File: src/rtl/decoder_core_p.sv
// Unpacks CODE_W-bit codes from IN_W-bit beats and emits FRAME_ELEMS sign- or zero-extended elements per frame.
// Optional DECODER_CORE_P_STATS_EN adds a 16-bit wrapping count of consumed frames (frame_cnt).
module decoder_core_p #(
  parameter int IN_W        = 80,
  parameter int CODE_W      = 4,
  parameter int ELEM_W      = 8,
  parameter int FRAME_ELEMS = 28,
  parameter int SIGNED      = 1
) (
  input  logic                          clk,
  input  logic                          rst,
  input  logic                          flush,
  input  logic [IN_W-1:0]               data_in,
  input  logic                          valid_in,
  output logic                          ready_in,
  output logic [FRAME_ELEMS*ELEM_W-1:0] data_out,
  output logic                          valid_out,
  input  logic                          ready_out
`ifdef DECODER_CORE_P_STATS_EN
  ,
  output logic [15:0]                   frame_cnt
`endif
);

  // Handshake: a beat moves on a rising edge with valid_in && ready_in, a frame with valid_out && ready_out;
  // valid_out and data_out never change while a frame waits for ready_out.
  localparam int CPB   = IN_W / CODE_W;
  localparam int CAP   = FRAME_ELEMS + CPB - 1;
  localparam int CNT_W = $clog2(CAP + 1);
  localparam int BUF_W = CAP * CODE_W;
  localparam int OUT_W = FRAME_ELEMS * ELEM_W;

  localparam logic [CNT_W-1:0] FE_C      = CNT_W'(FRAME_ELEMS);
  localparam logic [CNT_W-1:0] CPB_C     = CNT_W'(CPB);
  localparam logic [CNT_W-1:0] ACC_MAX_C = CNT_W'(CAP - CPB);

  typedef enum logic {FILL, HOLD} state_t;

  state_t            state, state_next;
  logic [CNT_W-1:0]  cnt, cnt_next, base;
  logic [BUF_W-1:0]  code_buf, buf_next, shifted, beat_ext;
  logic [OUT_W-1:0]  frame_next;
  logic              accept, consume, load;

  assign ready_in  = (cnt <= ACC_MAX_C) && !flush;
  assign valid_out = (state == HOLD);
  assign accept    = valid_in && ready_in;
  assign consume   = valid_out && ready_out;
  // A flush discards the buffer, so it must not also feed a new frame.
  assign load      = (cnt >= FE_C) && ((state == FILL) || consume) && !flush;

  always_comb begin
    state_next = state;
    case (state)
      FILL:    if (load) state_next = HOLD;
      HOLD:    if (consume && !load) state_next = FILL;
      default: state_next = FILL;
    endcase
  end

  // Slots at or above cnt are kept zero, so a new beat can be OR-ed in above the survivors.
  always_comb begin
    shifted  = load ? (code_buf >> (FRAME_ELEMS * CODE_W)) : code_buf;
    base     = load ? (cnt - FE_C) : cnt;
    beat_ext = {{(BUF_W - IN_W){1'b0}}, data_in};
    buf_next = accept ? (shifted | (beat_ext << (32'(base) * CODE_W))) : shifted;
    cnt_next = accept ? (base + CPB_C) : base;
    if (flush) begin
      buf_next = '0;
      cnt_next = '0;
    end
  end

  always_comb begin
    frame_next = '0;
    for (int e = 0; e < FRAME_ELEMS; e++) begin
      for (int b = 0; b < ELEM_W; b++) begin
        if (b < CODE_W)
          frame_next[e*ELEM_W + b] = code_buf[e*CODE_W + b];
        else
          frame_next[e*ELEM_W + b] = (SIGNED != 0) ? code_buf[e*CODE_W + CODE_W - 1] : 1'b0;
      end
    end
  end

  always_ff @(posedge clk or posedge rst) begin
    if (rst) begin
      state    <= FILL;
      cnt      <= '0;
      code_buf <= '0;
      data_out <= '0;
    end else begin
      state    <= state_next;
      cnt      <= cnt_next;
      code_buf <= buf_next;
      if (load) data_out <= frame_next;
    end
  end

`ifdef DECODER_CORE_P_STATS_EN
  always_ff @(posedge clk or posedge rst) begin
    if (rst)          frame_cnt <= '0;
    else if (consume) frame_cnt <= frame_cnt + 16'd1;
  end
`endif

endmodule
File: config.mk
export PLATFORM = sky130hd
export DESIGN_NAME = decoder_core_p
export DESIGN_NICKNAME = d
export VERILOG_FILES = /design/src/rtl/decoder_core_p.sv
export SDC_FILE = /design/constraint.sdc
export NUM_CORES = 1
export LEC_CHECK = 0
export ABC_CLOCK_PERIOD_IN_PS = 13360
export CAP_MARGIN = 20
export CELL_PAD_IN_SITES_DETAIL_PLACEMENT = 1
export CELL_PAD_IN_SITES_GLOBAL_PLACEMENT = 1
export CORE_MARGIN = 1.5
export CORE_UTILIZATION = 40
export CTS_CLUSTER_DIAMETER = 40
export DETAILED_ROUTE_END_ITERATION = 6
export PLACE_DENSITY = 0.82
export SLEW_MARGIN = 20
export SYNTH_ARGS = -nofsm -noshare
export SYNTH_HDL_FRONTEND = slang
export SYNTH_SLANG_ARGS = --single-unit
File: constraint.sdc
create_clock -name clk -period 13.36 [get_ports clk]
set_clock_uncertainty 0.1 [all_clocks]
set_input_delay 2.672 -clock clk [delete_from_list [all_inputs] [get_ports clk]]
set_output_delay 2.672 -clock clk [all_outputs]
set_load 0.03 [all_outputs]
==> results of run 1 <==
==> per-layer routing <==
layer | up-vias | global-route usage
li1 | 6636 | -
met1 | 8020 | 0.419
met2 | 771 | 0.492
met3 | 165 | 0.0591
met4 | 4 | 0.171
met5 | - | 0
==> Yosys cell counts (all sizes together) (12+ instances only) <==
| master | count |
|---|---|
| nand2 | 562 |
| a2bb2oi | 23 |
| buf | 186 |
| a221o | 22 |
| a22o | 24 |
| mux2 | 12 |
| a221oi | 25 |
| a21oi | 32 |
| nor3 | 22 |
| a22oi | 40 |
| o22ai | 32 |
| o21ai | 27 |
| clkbuf | 72 |
| nor2 | 128 |
| nand3 | 12 |
| mux2i | 113 |
| a31oi | 59 |
| a222oi | 15 |
| dfrtp | 305 |
==> final cells by class <==
cell class / count / area, µm² / share of cell area
diodes: 3 / 7.51 / 0.000359
multi-input cells: 1273 / 7440 / 0.356
inverters: 12 / 52.6 / 0.00251
well taps: 532 / 666 / 0.0318
clock inverters: 30 / 364 / 0.0174
flip-flops and latches: 305 / 7640 / 0.365
clock buffers: 63 / 1440 / 0.0686
repair buffers: 335 / 3320 / 0.159
==> sequential cells by signal, summed over array words and instances, names as in the netlist <==
register   count
data_out     112
code_buf     188
cnt            4
valid_out      1
==> through the flow <==
stage	power [mW]	area (µm²)
detailed placement	2.05	19100
finish	3.43	20900
floorplan	1.72	16500
CTS	3.44	20900
global route	3.55	20900
global placement	2.03	19100
==> power breakdown <==
| group | leakage [nW] | switching (mW) | internal, mW |
|---|---|---|---|
| sequential | 4.18 | 0.0978 | 1.02 |
| combinational | 4.19 | 0.578 | 0.356 |
| clock | 0.875 | 0.514 | 0.870 |
==> worst max path at each step <==
stage	cells past startpoint	slack (ns)	from	endpoint
2_1_floorplan	1	2.16	rst	cnt[2]
3_3_place_gp	3	6.87	flush	ready_in
3_5_place_dp	7	6.82	ready_out	code_buf[90]
4_1_cts	3	6.84	flush	ready_in
5_1_grt	3	6.79	flush	ready_in
6_report	3	6.85	flush	ready_in
==> critical path, stage by stage <==
cell             delay, ns
buf_4                 0.16
nor3_1                0.19
clkdlybuf4s50_1       0.71
==> logic make-up after synthesis <==
family / after synthesis / share of synthesized area
flops: 305 / 0.462
compound gates: 383 / 0.176
xor+xnor: 2 / 0.00151
simple gates: 755 / 0.181
mux: 131 / 0.0848
fa+ha+maj: 2 / 0.00151
buf+inv: 270 / 0.0930
==> impl_summary.log, run 1 <==
[metrics] commonest non-fill, non-tap cell in the layout: nand2_1
[metrics] drt initial violations: 1516
[metrics] total number of vias: 15600
[metrics] detailed-routed wire length on met3: 5110 µm
[metrics] CTS clock-pin slew for the worst setup and hold paths: 0.06 ns
[metrics] clock buffer count from CTS: 52
[metrics] kind of critical path: input pin to primary output
[metrics] final max-slew violation count: 0
[metrics] placed instance count: 2456
[metrics] site row count: 74
[metrics] library cell with the largest summed area after synthesis: dfrtp_1
[metrics] aggregate negative setup slack: 0 ns
[metrics] remaining global-route overflow: 0
[metrics] portion of synthesized cell area occupied by the leading cell type: 0.462
[metrics] Tightest Pin Transition: 1.18 ns
[metrics] Vias per Instance: 6.11
[metrics] global-route wire length before repair: 101000 µm
[metrics] wire length on met2: 30900 µm
[metrics] DRC violation count after routing: 0
[metrics] routed length per placed instance: 26.3 µm
[metrics] antenna violations before repair: 4
[metrics] post-cts hold buffer count: 0
[metrics] crit path capture type: primary output
[metrics] die area: 0.0425 mm²
[metrics] post-synthesis area per instance: 8.94 µm²
[metrics] clock tree root driver cell: clkbuf_16
[metrics] worst vdd ir: 0.0939 mV
[metrics] num ports: 311
[metrics] startpoint type of the worst setup path: input pin
[metrics] worst relative slew slack: 0.210
[metrics] kind of path behind the tightest hold check: flip-flop to flip-flop
[metrics] total number of H-tree levels: 2
[metrics] area added between synthesis and finish: 26.6%
[metrics] via count of the first global-routing pass: 15900
[metrics] core region area: 0.0408 mm²
[metrics] worst r2r path cells: 8
[metrics] final standard cell utilization of the core: 0.512
[metrics] maximum count of clock buffers along a single path: 3
[metrics] overall die width: 206 µm
[metrics] count of antenna-violating nets left after detailed routing: 0
[metrics] post-synthesis async set-or-reset flop share: 1.00
[metrics] status: complete, no violations
[metrics] clock sink count: 305
[metrics] non-filler instance count after layout: 2553
[metrics] height of the die: 206 µm
[metrics] placer's final routability congestion estimate: 0.902
[metrics] setup repair after global routing missed its margin: no
[metrics] Main synth FF type: dfrtp_1
[metrics] starting density of the core: 0.405
[metrics] number of setup buffers added after CTS: 0
[metrics] layout cells sized above 1: 0.0823
[metrics] Setup Slack @ Placement: 6.82 ns
[metrics] pin count of the biggest net entering global routing: 200
[metrics] Pwr per Cell Area: 164 mW/mm²
[metrics] sequential area share after synthesis: 0.462
[metrics] total routing resource utilization after global routing: 0.317
[metrics] count of buffers inserted at the top-level ports: 310
[metrics] cell types occupying the most area after synthesis: dfrtp_1, nand2_1, mux2i_1, buf_4, nor2_1
[metrics] Leak Pwr: 9.25 nW
[metrics] dpl hpwl: 44100 µm
[metrics] number of maximum-capacitance violations: 0
[metrics] leading cell types in the layout, fill and taps excluded: nand2_1, clkdlybuf4s50_1, dfrtp_1, nor2_1, mux2i_1
[metrics] instance count of the mapped netlist: 1848
[metrics] required time of the worst setup path: 10.59 ns
[metrics] Worst Hold Path EP: data_out[24]
[metrics] tightest hold margin: 0.370 ns
[metrics] biggest fanout along the worst timing path: 10
[metrics] wire length on met1: 27600 µm
[metrics] min Tclk post-route: 6.51 ns
[metrics] number of filler cells placed in the layout: 4588
[metrics] TritonCTS clock tree: done
[metrics] worst-skew pair later-pin latency: 0.59 ns
[metrics] Initial DRT Pass Iterations: 5
[metrics] hold depth: 2
[metrics] YS warnings: 0
[metrics] Resized Gates After CTS: 0
[metrics] startpoint of the worst-slack reg-to-reg timing path: cnt[2]
[metrics] post-synth cell types: 69
[metrics] Total Nets Final: 2066
[metrics] number of endpoints failing setup at the final stage: 0
[metrics] arrival time at the worst endpoint: 3.73 ns
[metrics] Syn Nets: 1935
[metrics] final clock period utilization by the worst path: 0.487
[metrics] number of synthesized register bits: 305
[metrics] highest clock frequency the design can meet: 0.154 GHz
[metrics] worst-case register-to-register setup slack: 8.77 ns
[metrics] total standard cell area after synthesis: 0.0165 mm²
[metrics] final count of hold timing violations: 0
[metrics] Highest Signal Layer: met5
[metrics] min-delay src: code_buf[12]
[metrics] detailed-route wire length: 67200 µm
[metrics] reg-to-reg critical path endpoint: code_buf[179]
[metrics] final worst slack: 6.85 ns
[metrics] number of synthesized flops with an enable pin: 0
Power figures use the tool's default switching activity.
==> inputs of run 2 (changes only) <==
--- a/config.mk
+++ b/config.mk
@@ -5,7 +5,7 @@
 export SDC_FILE = /design/constraint.sdc
 export NUM_CORES = 1
 export LEC_CHECK = 0
-export ABC_CLOCK_PERIOD_IN_PS = 13360
+export ABC_CLOCK_PERIOD_IN_PS = 6200
 export CAP_MARGIN = 20
 export CELL_PAD_IN_SITES_DETAIL_PLACEMENT = 1
 export CELL_PAD_IN_SITES_GLOBAL_PLACEMENT = 1
==> constraint.sdc (replaced) <==
create_clock -name clk -period 6.2 [get_ports clk]
set_clock_uncertainty 0.1 [all_clocks]
set_input_delay 1.24 -clock clk [delete_from_list [all_inputs] [get_ports clk]]
set_output_delay 1.24 -clock clk [all_outputs]
set_load 0.03 [all_outputs]
==> run 2 against run 1 <==
Effect of this change:
- the flow now finishes with violations (design-rule violations)
- via count grew 0.67%
- count of clock-buffer cells in the layout shrank 5
- critical endpoint unchanged
- flip-flop and latch count is the same
- die area is the same
- combinational power grew 120%
- clock power grew 110%
- wire length grew 0.28%
- total power grew 120%
- largest cell class unchanged
- sequential power grew 120%
- final cell count is essentially flat
- worst setup slack lost 5.0 ns
- sequential share of layout area is essentially flat
==> impl_summary.log, run 2 (synthesis results as in run 1) <==
[metrics] status: finished, violations left
[metrics] violated checks: design-rule violations
[metrics] startpoint type of the worst setup path: flip-flop
[metrics] worst-skew pair later-pin latency: 0.60 ns (about the same)
[metrics] drt initial violations: 1403 (-7.5%)
[metrics] global-route wire length before repair: 101000 µm (+0.21%)
[metrics] leading registers by flop count: code_buf x188, data_out x112, cnt x4
[metrics] number of setup buffers added after CTS: 0 (unchanged)
[metrics] pin count of the biggest net entering global routing: 187 (-6.5%)
[metrics] detailed-route wire length: 67400 µm (+0.28%)
[metrics] core region area: 0.0408 mm² (unchanged)
[metrics] leading cell types in the layout, fill and taps excluded: nand2_1, clkdlybuf4s50_1, dfrtp_1, nor2_1, mux2i_1
[metrics] overall power consumption: 7.39 mW (+120%)
[metrics] Vias per Instance: 6.15 (+0.71%)
[metrics] Resized Gates After CTS: 0 (unchanged)
[metrics] aggregate negative setup slack: 0 ns (unchanged)
[metrics] final clock period utilization by the worst path: 0.708
[metrics] Total Nets Final: 2064 (-0.097%)
[metrics] DRC violation count after routing: 2 (+2)
[metrics] total non-filler cell area in the finished layout: 0.0209 mm² (about the same)
[metrics] biggest fanout along the worst timing path: 57 (+47)
[metrics] final count of hold timing violations: 0 (unchanged)
[metrics] TritonCTS clock tree: done
[metrics] top register by number of flip-flops: code_buf
[metrics] site row count: 74 (unchanged)
[metrics] required time of the worst setup path: 4.86 ns (-5.73 ns)
[metrics] via count of the first global-routing pass: 16300 (+2.5%)
[metrics] Pwr per Cell Area: 353 mW/mm² (+120%)
[metrics] highest clock frequency the design can meet: 0.228 GHz
[metrics] worst vdd ir: 0.194 mV (+110%)
[metrics] post-cts hold buffer count: 0 (unchanged)
[metrics] clock tree root driver cell: clkbuf_16
[metrics] Leak Pwr: 9.23 nW (-0.24%)
[metrics] clock buffer count from CTS: 50 (-3.8%)
[metrics] instance area at placement: 0.0191 mm² (+0.17%)
[metrics] Setup Slack @ Placement: 1.33 ns (-5.49 ns)
[metrics] antenna violations before repair: 5 (+1)
[metrics] crit path capture type: primary output
[metrics] total routing resource utilization after global routing: 0.317 (about the same)
[metrics] area added between synthesis and finish: 26.6% (about the same)
[metrics] total number of vias: 15700 (+0.67%)
[metrics] commonest non-fill, non-tap cell in the layout: nand2_1
[metrics] dpl hpwl: 44600 µm (+1.1%)
[metrics] number of maximum-capacitance violations: 0 (unchanged)
[metrics] count of buffers inserted at the top-level ports: 310 (unchanged)
[metrics] height of the die: 206 µm (unchanged)
[metrics] CTS clock-pin slew for the worst setup and hold paths: 0.06 ns (about the same)
[metrics] total number of H-tree levels: 2 (unchanged)
[metrics] num ports: 311 (unchanged)
[metrics] min Tclk post-route: 4.39 ns
[metrics] number of endpoints failing setup at the final stage: 0 (unchanged)
[metrics] number of flip-flops in the largest register: 188 (unchanged)
[metrics] maximum count of clock buffers along a single path: 3 (unchanged)
[metrics] setup repair after global routing missed its margin: no
[metrics] routed length per placed instance: 26.4 µm (+0.32%)
[metrics] remaining global-route overflow: 0 (unchanged)
[metrics] clock sink count: 305 (unchanged)
[metrics] final worst slack: 1.81 ns (-5.04 ns)
[metrics] kind of path behind the tightest hold check: flip-flop to flip-flop
[metrics] arrival time at the worst endpoint: 3.05 ns (-0.68 ns)
[metrics] Initial DRT Pass Iterations: 7 (+2)
[metrics] cell with the biggest individual delay on the critical path: dfrtp_4
[metrics] kind of critical path: flip-flop to primary output
[metrics] final max-slew violation count: 0 (unchanged)
[metrics] worst relative slew slack: 0.205 (-0.00485)
[metrics] overall die width: 206 µm (unchanged)
[metrics] placer's final routability congestion estimate: 0.917 (+1.6%)
[metrics] layout cells sized above 1: 0.0828 (+0.000496)
[metrics] final standard cell utilization of the core: 0.512 (about the same)
[metrics] sequence of cells on the critical path: ha_2 > and2_1 > nor3_1 > clkdlybuf4s50_1
[metrics] highest cell delay on the worst timing path: 0.79 ns (+0.08 ns)
[metrics] die area: 0.0425 mm² (unchanged)
[metrics] Tightest Pin Transition: 1.19 ns (+0.00341 ns)
[metrics] count of antenna-violating nets left after detailed routing: 0 (unchanged)
[metrics] starting density of the core: 0.405 (unchanged)
run 2: changes by cell type in the layout (fill, tap and decap cells not counted), sizes merged:
cell      delta
bufinv       +1
clkinv       -4
diode        -1
clkbuf       -5
clkinvlp     +5
inv          +3
run 2: area by class of cell:
| class | instances | area, µm² |
|---|---|---|
| inverters | 12 | 48.8 |
| fillers | 4602 | 19900 |
| multi-input cells | 1273 | 7430 |
| flip-flops and latches | 305 | 7640 |
| clock buffers | 58 | 1340 |
| diodes | 2 | 5.00 |
| clock inverters | 35 | 440 |
| repair buffers | 335 | 3340 |
| well taps | 532 | 666 |
run 2: worst paths after layout:
path                              start             to  slack, ns  cells after the start
min                        code_buf[91]   code_buf[91]       0.37                      2
min in group asynchronous           rst    data_out[7]       1.10                      2
max reg2reg                      cnt[2]  code_buf[136]       1.98                      8
min reg2reg                code_buf[91]   code_buf[91]       0.37                      2
max in group asynchronous           rst         cnt[2]       3.85                      3
max                              cnt[2]       ready_in       1.81                      4
run 2: metrics by stage:
step                      std cells  hold slack [ns]
final                          2552            0.372
after global routing           2550            0.394
after CTS                      2550            0.371
after detailed placement       2457            0.355
after global placement         2457            0.350
after floorplan                1848            0.338
run 2: worst max-delay path: cells and delay by family, from the launching register on:
family	cells	cell delay, ns
DFF	1	0.79
and+or+nand+nor	2	0.52
buffers and inverters	1	0.76
adders and majority gates	1	0.39
run 2: power breakdown:
| part | internal, mW | switching (mW) |
|---|---|---|
| logic | 0.768 | 1.26 |
| clock network | 1.84 | 1.12 |
| registers | 2.19 | 0.215 |
| total | 4.80 | 2.59 |
run 2: per-layer routing:
metal	global-route usage	share of wire	vias to the layer above
li1	-	-	6643
met1	0.403	0.39	7926
met2	0.488	0.45	882
met3	0.0735	0.092	243
met4	0.199	0.065	6
met5	0	0.00049	-
==> inputs of run 3 (changes only) <==
--- a/config.mk
+++ b/config.mk
@@ -5,15 +5,15 @@
 export SDC_FILE = /design/constraint.sdc
 export NUM_CORES = 1
 export LEC_CHECK = 0
-export ABC_CLOCK_PERIOD_IN_PS = 6200
+export ABC_CLOCK_PERIOD_IN_PS = 3730
 export CAP_MARGIN = 20
 export CELL_PAD_IN_SITES_DETAIL_PLACEMENT = 1
 export CELL_PAD_IN_SITES_GLOBAL_PLACEMENT = 1
 export CORE_MARGIN = 1.5
-export CORE_UTILIZATION = 40
+export CORE_UTILIZATION = 36
 export CTS_CLUSTER_DIAMETER = 40
 export DETAILED_ROUTE_END_ITERATION = 6
-export PLACE_DENSITY = 0.82
+export PLACE_DENSITY = 0.78
 export SLEW_MARGIN = 20
 export SYNTH_ARGS = -nofsm -noshare
 export SYNTH_HDL_FRONTEND = slang
==> constraint.sdc (replaced) <==
create_clock -name clk -period 3.73 [get_ports clk]
set_clock_uncertainty 0.1 [all_clocks]
set_input_delay 0.746 -clock clk [delete_from_list [all_inputs] [get_ports clk]]
set_output_delay 0.746 -clock clk [all_outputs]
set_load 0.03 [all_outputs]
==> run 3 against run 2 <==
Effect of this change:
- the flow now finishes without violations
- count of clock-buffer cells in the layout grew 7
- total power grew 68%
- highest routed layer unchanged
- sequential power grew 63%
- cell area grew 3.0%
- via count shrank 1.1%
==> impl_summary.log, run 3 (synthesis results as in run 1) <==
[metrics] required time of the worst setup path: 2.88 ns (-1.98 ns)
[metrics] worst relative slew slack: 0.367 (+0.162)
[metrics] status: complete, no violations
[metrics] area added between synthesis and finish: 30.3%
[metrics] Pwr per Cell Area: 577 mW/mm² (+63%)
[metrics] Worst setup startpoint: cnt[2]
[metrics] aggregate negative setup slack: 0 ns (unchanged)
[metrics] commonest non-fill, non-tap cell in the layout: nand2_1
[metrics] biggest fanout along the worst timing path: 7 (-88%)
[metrics] final worst slack: 0.305 ns (-1.51 ns)
[metrics] placer's final routability congestion estimate: 0.911 (-0.68%)
[metrics] number of filler cells placed in the layout: 5141 (+12%)
[metrics] CTS clock-pin slew for the worst setup and hold paths: 0.06 ns (about the same)
[metrics] total number of vias: 15500 (-1.1%)
[metrics] Tightest Pin Transition: 0.946 ns (-0.242 ns)
[metrics] final max-slew violation count: 0 (unchanged)
[metrics] kind of critical path: flip-flop to primary output
[metrics] final count of hold timing violations: 0 (unchanged)
[metrics] area taken by multi-input logic gates: 0.00739 mm² (-0.52%)
[metrics] num ports: 311 (unchanged)
[metrics] number of maximum-capacitance violations: 0 (unchanged)
[metrics] worst vdd ir: 0.317 mV (+63%)
[metrics] worst-case register-to-register setup slack: 0.64 ns (-1.34 ns)
[metrics] Total Nets Final: 2124 (+2.9%)
[metrics] core region area: 0.0454 mm² (+11%)
[metrics] crit path capture type: primary output
[metrics] count of buffers inserted at the top-level ports: 310 (unchanged)
[metrics] height of the die: 217 µm (+5.3%)
[metrics] count of antenna-violating nets left after detailed routing: 0 (unchanged)
[metrics] Worst Hold Path EP: data_out[162]
[metrics] non-filler instance count after layout: 2683 (+5.1%)
[metrics] overall die width: 217 µm (+5.3%)
[metrics] Leak Pwr: 9.53 nW (+3.3%)
[metrics] global-route wire length before repair: 103000 µm (+2.2%)
[metrics] DRC violation count after routing: 0 (-2)
[metrics] startpoint type of the worst setup path: flip-flop
[metrics] startpoint of the worst-slack reg-to-reg timing path: cnt[2]
[metrics] Setup Slack @ Placement: 0.254 ns (-1.08 ns)
[metrics] Resized Gates After CTS: 0 (unchanged)
[metrics] maximum count of clock buffers along a single path: 3 (unchanged)
[metrics] worst-skew pair later-pin latency: 0.60 ns (about the same)
[metrics] Initial DRT Pass Iterations: 6 (-1)
[metrics] layout cells sized above 1: 0.107 (+0.0245)
[metrics] leading cell types in the layout, fill and taps excluded: nand2_1, clkdlybuf4s50_1, dfrtp_1, nor2_1, mux2i_1
[metrics] antenna violations before repair: 4 (-1)
[metrics] pin count of the biggest net entering global routing: 134 (-28%)
[metrics] remaining global-route overflow: 0 (unchanged)
[metrics] hold depth: 2 (unchanged)
[metrics] top register by number of flip-flops: code_buf
[metrics] drt initial violations: 1495 (+6.6%)
[metrics] min Tclk post-route: 3.42 ns
[metrics] setup repair after global routing missed its margin: no
[metrics] clock tree root driver cell: clkbuf_16
[metrics] die area: 0.0472 mm² (+11%)
[metrics] total routing resource utilization after global routing: 0.289 (-0.0277)
[metrics] placed instance count: 2582 (+5.1%)
[metrics] total number of H-tree levels: 2 (unchanged)
[metrics] total non-filler cell area in the finished layout: 0.0215 mm² (+3.0%)
[metrics] worst r2r path cells: 7 (-1)
[metrics] detailed-route wire length: 68500 µm (+1.7%)
[metrics] arrival time at the worst endpoint: 2.58 ns (-0.47 ns)
[metrics] instance area at placement: 0.0197 mm² (+3.1%)
[metrics] site row count: 78 (+5.4%)
[metrics] clock buffer count from CTS: 53 (+6.0%)
[metrics] number of setup buffers added after CTS: 0 (unchanged)
[metrics] starting density of the core: 0.364 (-0.0406)
[metrics] kind of path behind the tightest hold check: flip-flop to flip-flop
[metrics] post-cts hold buffer count: 0 (unchanged)
[metrics] number of flip-flops in the largest register: 188 (unchanged)
[metrics] Vias per Instance: 5.79 (-5.9%)
[metrics] final clock period utilization by the worst path: 0.918
[metrics] via count of the first global-routing pass: 16200 (-0.73%)
[metrics] min-delay src: code_buf[82]
[metrics] number of endpoints failing setup at the final stage: 0 (unchanged)
[metrics] clock sink count: 305 (unchanged)
[metrics] leading registers by flop count: code_buf x188, data_out x112, cnt x4
[metrics] TritonCTS clock tree: done
[metrics] reg-to-reg critical path endpoint: code_buf[149]
[metrics] dpl hpwl: 48000 µm (+7.8%)
[metrics] highest clock frequency the design can meet: 0.292 GHz
[metrics] combined flip-flop and latch cell area: 0.00764 mm² (unchanged)
[metrics] routed length per placed instance: 25.5 µm (-3.3%)
-- run 3: metrics by stage --
step	total power [mW]	hold slack, ns	utilization
after detailed placement	7.48	0.357	0.434
after global routing	12.8	0.394	0.474
final	12.4	0.366	0.474
after global placement	7.41	0.353	0.434
after floorplan	6.15	0.338	-
after CTS	12.5	0.371	0.474
-- run 3: per-layer routing --
metal / up-vias / global-route usage / wire length, µm
li1: 6766 / - / -
met1: 7885 / 0.374 / 28100
met2: 702 / 0.462 / 31800
met3: 177 / 0.0527 / 4950
met4: 2 / 0.152 / 3600
met5: - / 0 / 13
-- run 3: final cells by class --
class / count / area share
Antenna cell: 3 / 0.000349
Clock buffer: 65 / 0.0685
Clock inverter: 33 / 0.0159
Inverter: 12 / 0.00227
Multi-Input combinational cell: 1273 / 0.343
Sequential cell: 305 / 0.355
Tap cell: 600 / 0.0349
Timing Repair Buffer: 392 / 0.180
-- run 3: worst max-delay path by stage --
| stage | cells past startpoint | slack, ns | endpoint |
|---|---|---|---|
| CTS | 4 | 0.32 | ready_in |
| detailed placement | 8 | 0.25 | code_buf[58] |
| global route | 4 | 0.24 | ready_in |
| finish | 4 | 0.31 | ready_in |
| floorplan | 1 | -1.17 | cnt[2] |
| global placement | 8 | 0.28 | code_buf[58] |
-- run 3: where the power goes --
| part | total [mW] | switching (mW) | internal, mW |
|---|---|---|---|
| logic | 3.52 | 2.16 | 1.36 |
| registers | 3.94 | 0.295 | 3.65 |
| clock network | 4.96 | 1.85 | 3.11 |
-- run 3: critical path, stage by stage (launching register included) --
cell,delay (ns)
dfrtp_4,0.49
ha_2,0.25
and2_1,0.20
nor3_1,0.31
clkdlybuf4s50_1,0.75
